==> src/rtl/mips_cpu_bus_pkg.sv <==
// Shared types and constants for the mips_cpu_bus fetch/load-store arbiter.
package mips_cpu_bus_pkg;

  typedef enum logic [1:0] {
    S_ARB_IDLE,
    S_ARB_BUS,
    S_ARB_RESP
  } arb_state_t;

  typedef enum logic {
    OWN_I,
    OWN_D
  } arb_owner_t;

  localparam logic [3:0] BE_FULL = 4'b1111;

endpackage

==> src/rtl/mips_cpu_bus_arbiter_if.sv <==
// Avalon-MM master bus shared by fetch and load/store; master = arbiter side.
interface mips_cpu_bus_arbiter_if #(
  parameter int AW = 32,
  parameter int DW = 32
);

  logic [AW-1:0]   address;
  logic            read;
  logic            write;
  logic [DW-1:0]   writedata;
  logic [DW/8-1:0] byteenable;
  logic            waitrequest;
  logic [DW-1:0]   readdata;

  modport master (
    output address, read, write, writedata, byteenable,
    input  waitrequest, readdata
  );

  modport slave (
    input  address, read, write, writedata, byteenable,
    output waitrequest, readdata
  );

endinterface

==> src/rtl/mips_cpu_bus_arbiter_pick.sv <==
// Combinational grant between fetch and load/store requests.
// MIPS_BUS_ARB_RR_EN: ties go to the port that did not own the previous transfer.
module mips_cpu_arb_pick
  import mips_cpu_bus_pkg::*;
(
  input  logic       i_req,
  input  logic       d_req,
  input  arb_owner_t last_owner,
  output arb_owner_t owner
);

  always_comb begin
    owner = last_owner;
    if (i_req && d_req) begin
`ifdef MIPS_BUS_ARB_RR_EN
      owner = (last_owner == OWN_D) ? OWN_I : OWN_D;
`else
      owner = OWN_D;
`endif
    end else if (d_req) begin
      owner = OWN_D;
    end else if (i_req) begin
      owner = OWN_I;
    end
  end

endmodule

==> src/rtl/mips_cpu_bus_arbiter.sv <==
// Shares the Avalon-MM master of mips_cpu_bus between fetch (I) and load/store (D).
// Tie-break policy selected by MIPS_BUS_ARB_RR_EN (round-robin) in mips_cpu_arb_pick.
module mips_cpu_bus_arbiter
  import mips_cpu_bus_pkg::*;
#(
  parameter int AW    = 32,
  parameter int DW    = 32,
  parameter int CNT_W = 16
) (
  input  logic                   clk,
  input  logic                   reset,
  input  logic                   i_req,
  input  logic [AW-1:0]          i_addr,
  output logic                   i_done,
  output logic [DW-1:0]          i_rdata,
  input  logic                   d_req,
  input  logic                   d_we,
  input  logic [AW-1:0]          d_addr,
  input  logic [DW-1:0]          d_wdata,
  input  logic [DW/8-1:0]        d_be,
  output logic                   d_done,
  output logic [DW-1:0]          d_rdata,
  mips_cpu_bus_arbiter_if.master bus,
  output logic                   busy,
  output logic [CNT_W-1:0]       stall_cnt
);

  arb_state_t      state_q, state_d;
  arb_owner_t      owner_q, owner_d, grant;
  logic            read_q, read_d, write_q, write_d;
  logic [AW-1:0]   addr_q, addr_d;
  logic [DW-1:0]   wdata_q, wdata_d;
  logic [DW/8-1:0] be_q, be_d;
  logic            i_done_q, i_done_d, d_done_q, d_done_d;
  logic [DW-1:0]   i_rdata_q, i_rdata_d, d_rdata_q, d_rdata_d;
  logic [CNT_W-1:0] stall_q, stall_d;
  logic            i_req_m, d_req_m;

  // A port whose done is showing is still holding req; ignore it for one cycle.
  assign i_req_m = i_req & ~i_done_q;
  assign d_req_m = d_req & ~d_done_q;

  mips_cpu_arb_pick u_pick (
    .i_req      (i_req_m),
    .d_req      (d_req_m),
    .last_owner (owner_q),
    .owner      (grant)
  );

  always_comb begin
    state_d   = state_q;
    owner_d   = owner_q;
    read_d    = read_q;
    write_d   = write_q;
    addr_d    = addr_q;
    wdata_d   = wdata_q;
    be_d      = be_q;
    i_rdata_d = i_rdata_q;
    d_rdata_d = d_rdata_q;
    stall_d   = stall_q;
    i_done_d  = 1'b0;
    d_done_d  = 1'b0;
    case (state_q)
      S_ARB_IDLE: begin
        if (i_req_m || d_req_m) begin
          owner_d = grant;
          state_d = S_ARB_BUS;
          if (grant == OWN_D) begin
            addr_d  = d_addr & ~AW'(3);
            wdata_d = d_wdata;
            be_d    = d_be;
            read_d  = ~d_we;
            write_d = d_we;
          end else begin
            addr_d  = i_addr & ~AW'(3);
            be_d    = {(DW/32){BE_FULL}};
            read_d  = 1'b1;
            write_d = 1'b0;
          end
        end
      end
      S_ARB_BUS: begin
        if (bus.waitrequest) begin
          if (stall_q != '1) stall_d = stall_q + CNT_W'(1);
        end else begin
          read_d  = 1'b0;
          write_d = 1'b0;
          if (read_q) begin
            state_d = S_ARB_RESP;
          end else begin
            state_d  = S_ARB_IDLE;
            d_done_d = 1'b1;
          end
        end
      end
      S_ARB_RESP: begin
        state_d = S_ARB_IDLE;
        if (owner_q == OWN_D) begin
          d_rdata_d = bus.readdata;
          d_done_d  = 1'b1;
        end else begin
          i_rdata_d = bus.readdata;
          i_done_d  = 1'b1;
        end
      end
      default: state_d = S_ARB_IDLE;
    endcase
  end

  always_ff @(posedge clk or negedge reset) begin
    if (!reset) begin
      state_q   <= S_ARB_IDLE;
      owner_q   <= OWN_I;
      read_q    <= 1'b0;
      write_q   <= 1'b0;
      addr_q    <= '0;
      wdata_q   <= '0;
      be_q      <= '0;
      i_done_q  <= 1'b0;
      d_done_q  <= 1'b0;
      i_rdata_q <= '0;
      d_rdata_q <= '0;
      stall_q   <= '0;
    end else begin
      state_q   <= state_d;
      owner_q   <= owner_d;
      read_q    <= read_d;
      write_q   <= write_d;
      addr_q    <= addr_d;
      wdata_q   <= wdata_d;
      be_q      <= be_d;
      i_done_q  <= i_done_d;
      d_done_q  <= d_done_d;
      i_rdata_q <= i_rdata_d;
      d_rdata_q <= d_rdata_d;
      stall_q   <= stall_d;
    end
  end

  assign bus.address    = addr_q;
  assign bus.read       = read_q;
  assign bus.write      = write_q;
  assign bus.writedata  = wdata_q;
  assign bus.byteenable = be_q;
  assign i_done         = i_done_q;
  assign d_done         = d_done_q;
  assign i_rdata        = i_rdata_q;
  assign d_rdata        = d_rdata_q;
  assign stall_cnt      = stall_q;
  assign busy           = (state_q != S_ARB_IDLE);

endmodule

==> src/flat_wrapper.sv <==
// flat-port wrapper written by rule: the top's interface ports become plain ports
module mips_cpu_bus_arbiter_flat import mips_cpu_bus_pkg::*;
#(
  parameter int AW    = 32,
  parameter int DW    = 32,
  parameter int CNT_W = 16
)
  (clk, reset, i_req, i_addr, i_done, i_rdata, d_req, d_we, d_addr, d_wdata, d_be, d_done, d_rdata, busy, stall_cnt, bus_address, bus_read, bus_write, bus_writedata, bus_byteenable, bus_waitrequest, bus_readdata);
  mips_cpu_bus_arbiter_if #(.AW(AW), .DW(DW)) bus_i ();
  input  logic clk;
  input  logic reset;
  input  logic i_req;
  input  logic [AW-1:0] i_addr;
  output logic i_done;
  output logic [DW-1:0] i_rdata;
  input  logic d_req;
  input  logic d_we;
  input  logic [AW-1:0] d_addr;
  input  logic [DW-1:0] d_wdata;
  input  logic [DW/8-1:0] d_be;
  output logic d_done;
  output logic [DW-1:0] d_rdata;
  output logic busy;
  output logic [CNT_W-1:0] stall_cnt;
  output wire logic [$bits(bus_i.address)-1:0] bus_address;
  output wire logic [$bits(bus_i.read)-1:0] bus_read;
  output wire logic [$bits(bus_i.write)-1:0] bus_write;
  output wire logic [$bits(bus_i.writedata)-1:0] bus_writedata;
  output wire logic [$bits(bus_i.byteenable)-1:0] bus_byteenable;
  input wire logic [$bits(bus_i.waitrequest)-1:0] bus_waitrequest;
  input wire logic [$bits(bus_i.readdata)-1:0] bus_readdata;
  assign bus_address = bus_i.address;
  assign bus_read = bus_i.read;
  assign bus_write = bus_i.write;
  assign bus_writedata = bus_i.writedata;
  assign bus_byteenable = bus_i.byteenable;
  assign bus_i.waitrequest = bus_waitrequest;
  assign bus_i.readdata = bus_readdata;
  mips_cpu_bus_arbiter #(.AW(AW), .DW(DW), .CNT_W(CNT_W)) u_core (.clk(clk), .reset(reset), .i_req(i_req), .i_addr(i_addr), .i_done(i_done), .i_rdata(i_rdata), .d_req(d_req), .d_we(d_we), .d_addr(d_addr), .d_wdata(d_wdata), .d_be(d_be), .d_done(d_done), .d_rdata(d_rdata), .bus(bus_i), .busy(busy), .stall_cnt(stall_cnt));
endmodule
==> config.mk <==
export PLATFORM = sky130hd
export DESIGN_NAME = mips_cpu_bus_arbiter_flat
export DESIGN_NICKNAME = d
export VERILOG_FILES = /design/src/rtl/mips_cpu_bus_pkg.sv /design/src/rtl/mips_cpu_bus_arbiter_if.sv /design/src/rtl/mips_cpu_bus_arbiter_pick.sv /design/src/rtl/mips_cpu_bus_arbiter.sv /design/src/flat_wrapper.sv
export SDC_FILE = /design/constraint.sdc
export NUM_CORES = 1
export LEC_CHECK = 0
export CAP_MARGIN = 10
export CELL_PAD_IN_SITES_DETAIL_PLACEMENT = 1
export CELL_PAD_IN_SITES_GLOBAL_PLACEMENT = 2
export CORE_MARGIN = 1
export CORE_UTILIZATION = 26
export CTS_CLUSTER_SIZE = 16
export DETAILED_ROUTE_END_ITERATION = 10
export MAX_ROUTING_LAYER = met4
export PLACE_DENSITY = 0.79
export SYNTH_ARGS = -nofsm -noshare
export SYNTH_HDL_FRONTEND = slang
export SYNTH_HIERARCHICAL = 1
export SYNTH_SLANG_ARGS = --single-unit
==> constraint.sdc <==
create_clock -name clk -period 2.22 [get_ports clk]
set_clock_uncertainty 0.05 [all_clocks]
set_input_delay 0.666 -clock clk [delete_from_list [all_inputs] [get_ports clk]]
set_output_delay 0.666 -clock clk [all_outputs]
set_load 0.005 [all_outputs]
# == Word-level counts from Yosys, hierarchy flattened ==
# Index checks and enable logic that the tools add are counted.
# W data, S select, Z words.
# totals
regBits,155
input_bits,138
output_inout_bits,153
elab_cells,58
# classes
add_sub_neg,1
n_eq_ne,5
n_mux,22
bitwise_logic,6
n_reduce_logical,12
# op_table
cell,n
$mux W32,1
$add A16 B1 Y16 const B,1
$ne A16 B16 Y1 const B,1
$mux W1,13
$reduce_and A3 Y1,3
$reduce_and A2 Y1,4
$mux W2,3
$pmux W1 S2,3
$mux W4,1
$not A1 Y1,4
$pmux W2 S2,1
$reduce_bool A2 Y1,2
$and A1 B1 Y1,2
$eq A2 B1 Y1 const B,1
$eq A2 B2 Y1 const B,1
$logic_not A2 Y1,1
$ne A2 B1 Y1 const B,1
$ne A2 B2 Y1 const B,1
$logic_and A1 B1 Y1,1
$logic_or A1 B1 Y1,1

# == Logic depth before layout (Yosys ltp) ==
# Gate-level depths: netlist of run 1.
# logic_depth
depth_word,8
depth_mapped,9
ltp_nobuf,6

# == By module ==
# Netlist of run 1, hierarchy kept.
# modules_own_cells
module,instances,cells_each,area_each_um2,seq_area_each_um2
mips_cpu_bus_arbiter,1,466,6292.3,3828.7
mips_cpu_arb_pick,1,2,11.3,0.0

# == Worst setup path before layout of run 1 ==
# OpenSTA, ideal clock, no wires.
# synth_timing
path_type,input -> register
start,in i_req
end,"reg u_core.wdata_q[10], in the netlist u_core/bus.writedata[10]"
setup_ns,0.125
arrival_time_ns,2.044
required_ns,2.045
path_slack_ns,0.001
stages,8
path_buffers,3
cell_sequence,nor2b_1 -> clkbuf_1 -> inv_1 -> a21o_1 -> buf_2 -> nand2_1 -> buf_2 -> mux2_2
# synth_via
elab_chain_len,5
elab_cells_between_ends,7
cone_classes,mux (3); bitwise (1); reduce/logical (3)
# synth_rtl
item,line_no,source
from (decl),flat_wrapper.sv:12,input logic i_req;
$and A1 B1 Y1 (*),mips_cpu_bus_arbiter.sv:40,assign i_req_m = i_req & ~i_done_q;
net u_core.i_req_m,mips_cpu_bus_arbiter.sv:37,"logic i_req_m, d_req_m;"
$mux W1,mips_cpu_bus_arbiter_pick.sv:22,end else if (i_req) begin
$mux W1,mips_cpu_bus_arbiter_pick.sv:20,end else if (d_req) begin
$mux W1 (*),mips_cpu_bus_arbiter_pick.sv:14,if (i_req && d_req) begin
net u_core.grant,mips_cpu_bus_arbiter.sv:29,"arb_owner_t owner_q, owner_d, grant;"
$reduce_and A3 Y1 (no line) (*),n/a,
to (signal assigned),mips_cpu_bus_arbiter.sv:130,wdata_q <= wdata_d;
to (decl),mips_cpu_bus_arbiter.sv:32,"logic [DW-1:0] wdata_q, wdata_d;"
# Mark *: on every way through the listed nets, which the timed path passes. The rest lies on a longest branch.
# A chain may end at the register's enable or synchronous reset.

# == Worst setup path after layout of run 1 ==
# layout_timing
start,"reg u_core.stall_q[10], in the netlist u_core/stall_cnt[10]"
end,out stall_cnt[10]
# layout_rtl
item,line_no,source
from (decl),mips_cpu_bus_arbiter.sv:36,"logic [CNT_W-1:0] stall_q, stall_d;"
from (signal assigned),mips_cpu_bus_arbiter.sv:136,stall_q <= stall_d;
to (decl),flat_wrapper.sv:24,output logic [CNT_W-1:0] stall_cnt;
# No word-level cell between the ends.

==> flow_summary_export.csv, run 1 <==
group,metric,value,unit
floorplanning,coreArea,23600,µm²
sta,fmax,0.468,GHz
synth,syn_inst,468,
critical_path,path_depth,1,
clock_tree,cts_sinks,153,
critical_path,critPathBufInv,1,
clock_tree,hold_buffers,0,
route,vias_per_cell,4.33,
synth,ys_types,37,
sta,hold_viol,0,
critical_path,cp_max_fo,5,
clock_tree,clk_latency,410,ps
synth,ys_ff_latch,153,
critical_path,r2r_cells,5,
route,route.antenna.remaining_nets,0,
critical_path,worstPathCellList,"clkdlybuf4s50_1",
floorplanning,die_area,24900,µm²
pwr,power,13500,µW
critical_path,cp.arrival,1420,ps
sta,post-route-period-util,96.3,%
synth,async_flop_share,100,%
sta,worst_slew_pin_slew,493,ps
grt,grt_max_degree,73,
pwr,ir_drop,0.000560,V
critical_path,worstSetupPathType,"reg -> out",
route,drc_errors,0,
critical_path,critical_path.slowest_cell,"clkdlybuf4s50_1",
flow_run,cap_violations,0,
clock_tree,cts_root_buf,"clkbuf_16",
hold_path,min_path_type,"in -> async",
synth,synth_edf_count,0,
floorplanning,start_util,26.7,%
synth,synthesis.area,6300,µm²
floorplanning,ios,291,
placement,dp_hpwl,14.1,mm
synth,synthFlopType,"dfrtp_1",
critical_path,crit_path_max_incr_delay,550,ps
sta,setup_viol,0,
synth,ys_seq_area_share,60.7,%
critical_path,critPathTopFamily,"buffers and inverters",
route,avgRoutedWirePerCell,17.2,µm
critical_path,crit_required,1500,ps
route,finalWirelength,18.9,mm
sta,fin_crit,2140,ps
grt,grt_usage,15.9,%
final_layout,fin_util,43.6,%
final_layout,multi_input_comb_area,2350,µm²
grt,grt_first_pass_wirelength,29.2,mm
sta,timing.final.max_slew_violations,0,
route,drtIter0Drc,97,
synth,syn_avg_cell_area,13.5,µm²
clock_tree,clock_path_buffers,2,
grt,antenna_found_initial,0,
run_status,status,"complete, no violations",
critical_path,start_kind,"flip-flop",
floorplanning,dieHeight,158,µm
clock_tree,cts_tree,"done",
critical_path,end_kind,"primary output",
floorplanning,fp-row-count,56,
synth,ys.warnings.count,6,
floorplanning,die_w,158,µm
clock_tree,h-tree-depth,4,
final_layout,antenna_cells,0,
pwr,powerDensity,1310,nW/µm²
final_layout,nets,912,
clock_tree,cts_buffers,17,
route,dr.pass1.iters,4,
route,vias,4768,
placement,gp_congestion,0.740,
final_layout,drive_gt1_share,21.9,%
clock_tree,clk_pin_slew_worst_paths,70,ps
final_layout,seq_area,3830,µm²
grt,gr-total-overflow,0,
pwr,leakage,0.00441,µW
sta,rsz0062_at_grt,"no",
final_layout,nFillCells,2509,
grt,grt_pass1_vias,5310,
placement,io_buffers,284,
final_layout,area_growth,63.3,%
sta,max_slew_margin,66.9,%
==> cells by family (layout without fill, tap and decap cells) <==
family,count (synthesis),in the layout,synth area share [%]
mux,129,129,22.4
other cells,1,2,0.0595
simple gates,84,84,7.52
buf+inv,34,346,2.36
compound gates,52,52,4.51
flops,153,153,60.7
xor+xnor,10,10,1.39
fa+ha+maj,5,5,0.992
==> worst paths after layout <==
check,startpoint,end,slack [ps]
worst max-delay path,u_core/stall_cnt[10]$_DFFE_PN0P_,stall_cnt[10],80
worst max register to register,u_core/stall_cnt[0]$_DFFE_PN0P_,u_core/stall_cnt[10]$_DFFE_PN0P_,310
worst min register to register,u_core/bus.address[15]$_DFFE_PN0P_,u_core/bus.address[15]$_DFFE_PN0P_,430
max in group asynchronous,reset,u_core/bus.address[31]$_DFFE_PN0P_,1360
worst min-delay path,reset,u_core/i_rdata[9]$_DFFE_PN0P_,60
min in group clk,u_core/bus.address[15]$_DFFE_PN0P_,u_core/bus.address[15]$_DFFE_PN0P_,430
==> metal layers <==
metal  track usage, %  up-vias  part of all wire (%)
li1                 -     2239                     -
met1             18.0     2364                    39
met2             27.2      147                    53
met5                -        -                     0
met4             5.09        0                   1.7
met3             4.27       18                   6.3
==> state kept, by name (all words and copies together) (netlist names) <==
register               flops
u_core/bus.writedata      32
u_core/d_rdata            32
u_core/i_rdata            32
u_core/bus.address        30
u_core/stall_cnt          16
u_core/bus.byteenable      4
u_core/state_q             2
u_core/bus.read            1
u_core/bus.write           1
u_core/d_done              1
u_core/i_done              1
u_core/owner_q             1
==> cells in the mapped netlist, types with 8 or more instances <==
| library cell | number | area [µm²] |
|---|---|---|
| xor2_1 | 10 | 87.6 |
| mux2i_1 | 31 | 310 |
| mux2_2 | 98 | 1100 |
| nand2_1 | 42 | 158 |
| buf_2 | 11 | 55.1 |
| o21ai_0 | 33 | 165 |
| inv_1 | 8 | 30.0 |
| dfrtp_1 | 153 | 3830 |
| nor2_1 | 8 | 30.0 |
| clkbuf_1 | 9 | 33.8 |
==> repair_timing <==
action | CTS | global route
buffers inserted | 0 | 0
endpoints found under the setup margin | 2 | 3
gates resized for setup | 2 | 4
gates cloned | 0 | 0
endpoints found under the hold margin | 0 | 0
==> area by class of cell <==
cell class / count / area share [%]
sequential: 153 / 37.2
timing repair buffer: 307 / 30.2
multi-input combinational: 282 / 22.8
clock buffer: 17 / 4.13
tap: 319 / 3.88
clock inverter: 14 / 1.47
inverter: 8 / 0.292
==> per-stage QoR <==
stage          worst slack [ps]  cell area (µm²)  std cells  hold WS, ps  setup TNS (ps)
2_1_floorplan              1.38             6310        469          320               0
3_3_place_gp               -243             9710       1069          416          -12610
3_5_place_dp               -277             9710       1069          419          -14360
4_1_cts                    2.73            10300       1100         50.8               0
5_1_grt                    4.20            10300       1100         49.6               0
6_report                   82.0            10300       1100         60.7               0
==> placed cells by master (no fill, tap or decap), types with 7 or more instances in the layout <==
| master | netlist | routed |
|---|---|---|
| nor2_1 | 8 | 8 |
| mux2i_1 | 31 | 31 |
| inv_6 | 0 | 7 |
| mux2_2 | 98 | 98 |
| xor2_1 | 10 | 10 |
| clkdlybuf4s50_1 | 0 | 282 |
| clkbuf_16 | 0 | 17 |
| o21ai_0 | 33 | 33 |
| nand2_1 | 42 | 42 |
| buf_4 | 2 | 16 |
| dfrtp_1 | 153 | 150 |
| buf_12 | 0 | 7 |
==> power by group <==
part	switching [µW]	total (µW)	internal [µW]
clock network	1280	2880	1590
logic	2040	5760	3720
registers	761	4850	4090
total	4080	13500	9410
Note: power is estimated with default switching activity, not from simulation.
==> run 2, diff against run 1 <==
--- a/config.mk
+++ b/config.mk
@@ -14,6 +14,7 @@
 export DETAILED_ROUTE_END_ITERATION = 10
 export MAX_ROUTING_LAYER = met4
 export PLACE_DENSITY = 0.79
+export SLEW_MARGIN = 20
 export SYNTH_ARGS = -nofsm -noshare
 export SYNTH_HDL_FRONTEND = slang
 export SYNTH_HIERARCHICAL = 1
==> results of run 2 <==
Same layout as run 1: the final DEF is identical, and so are final timing and power.
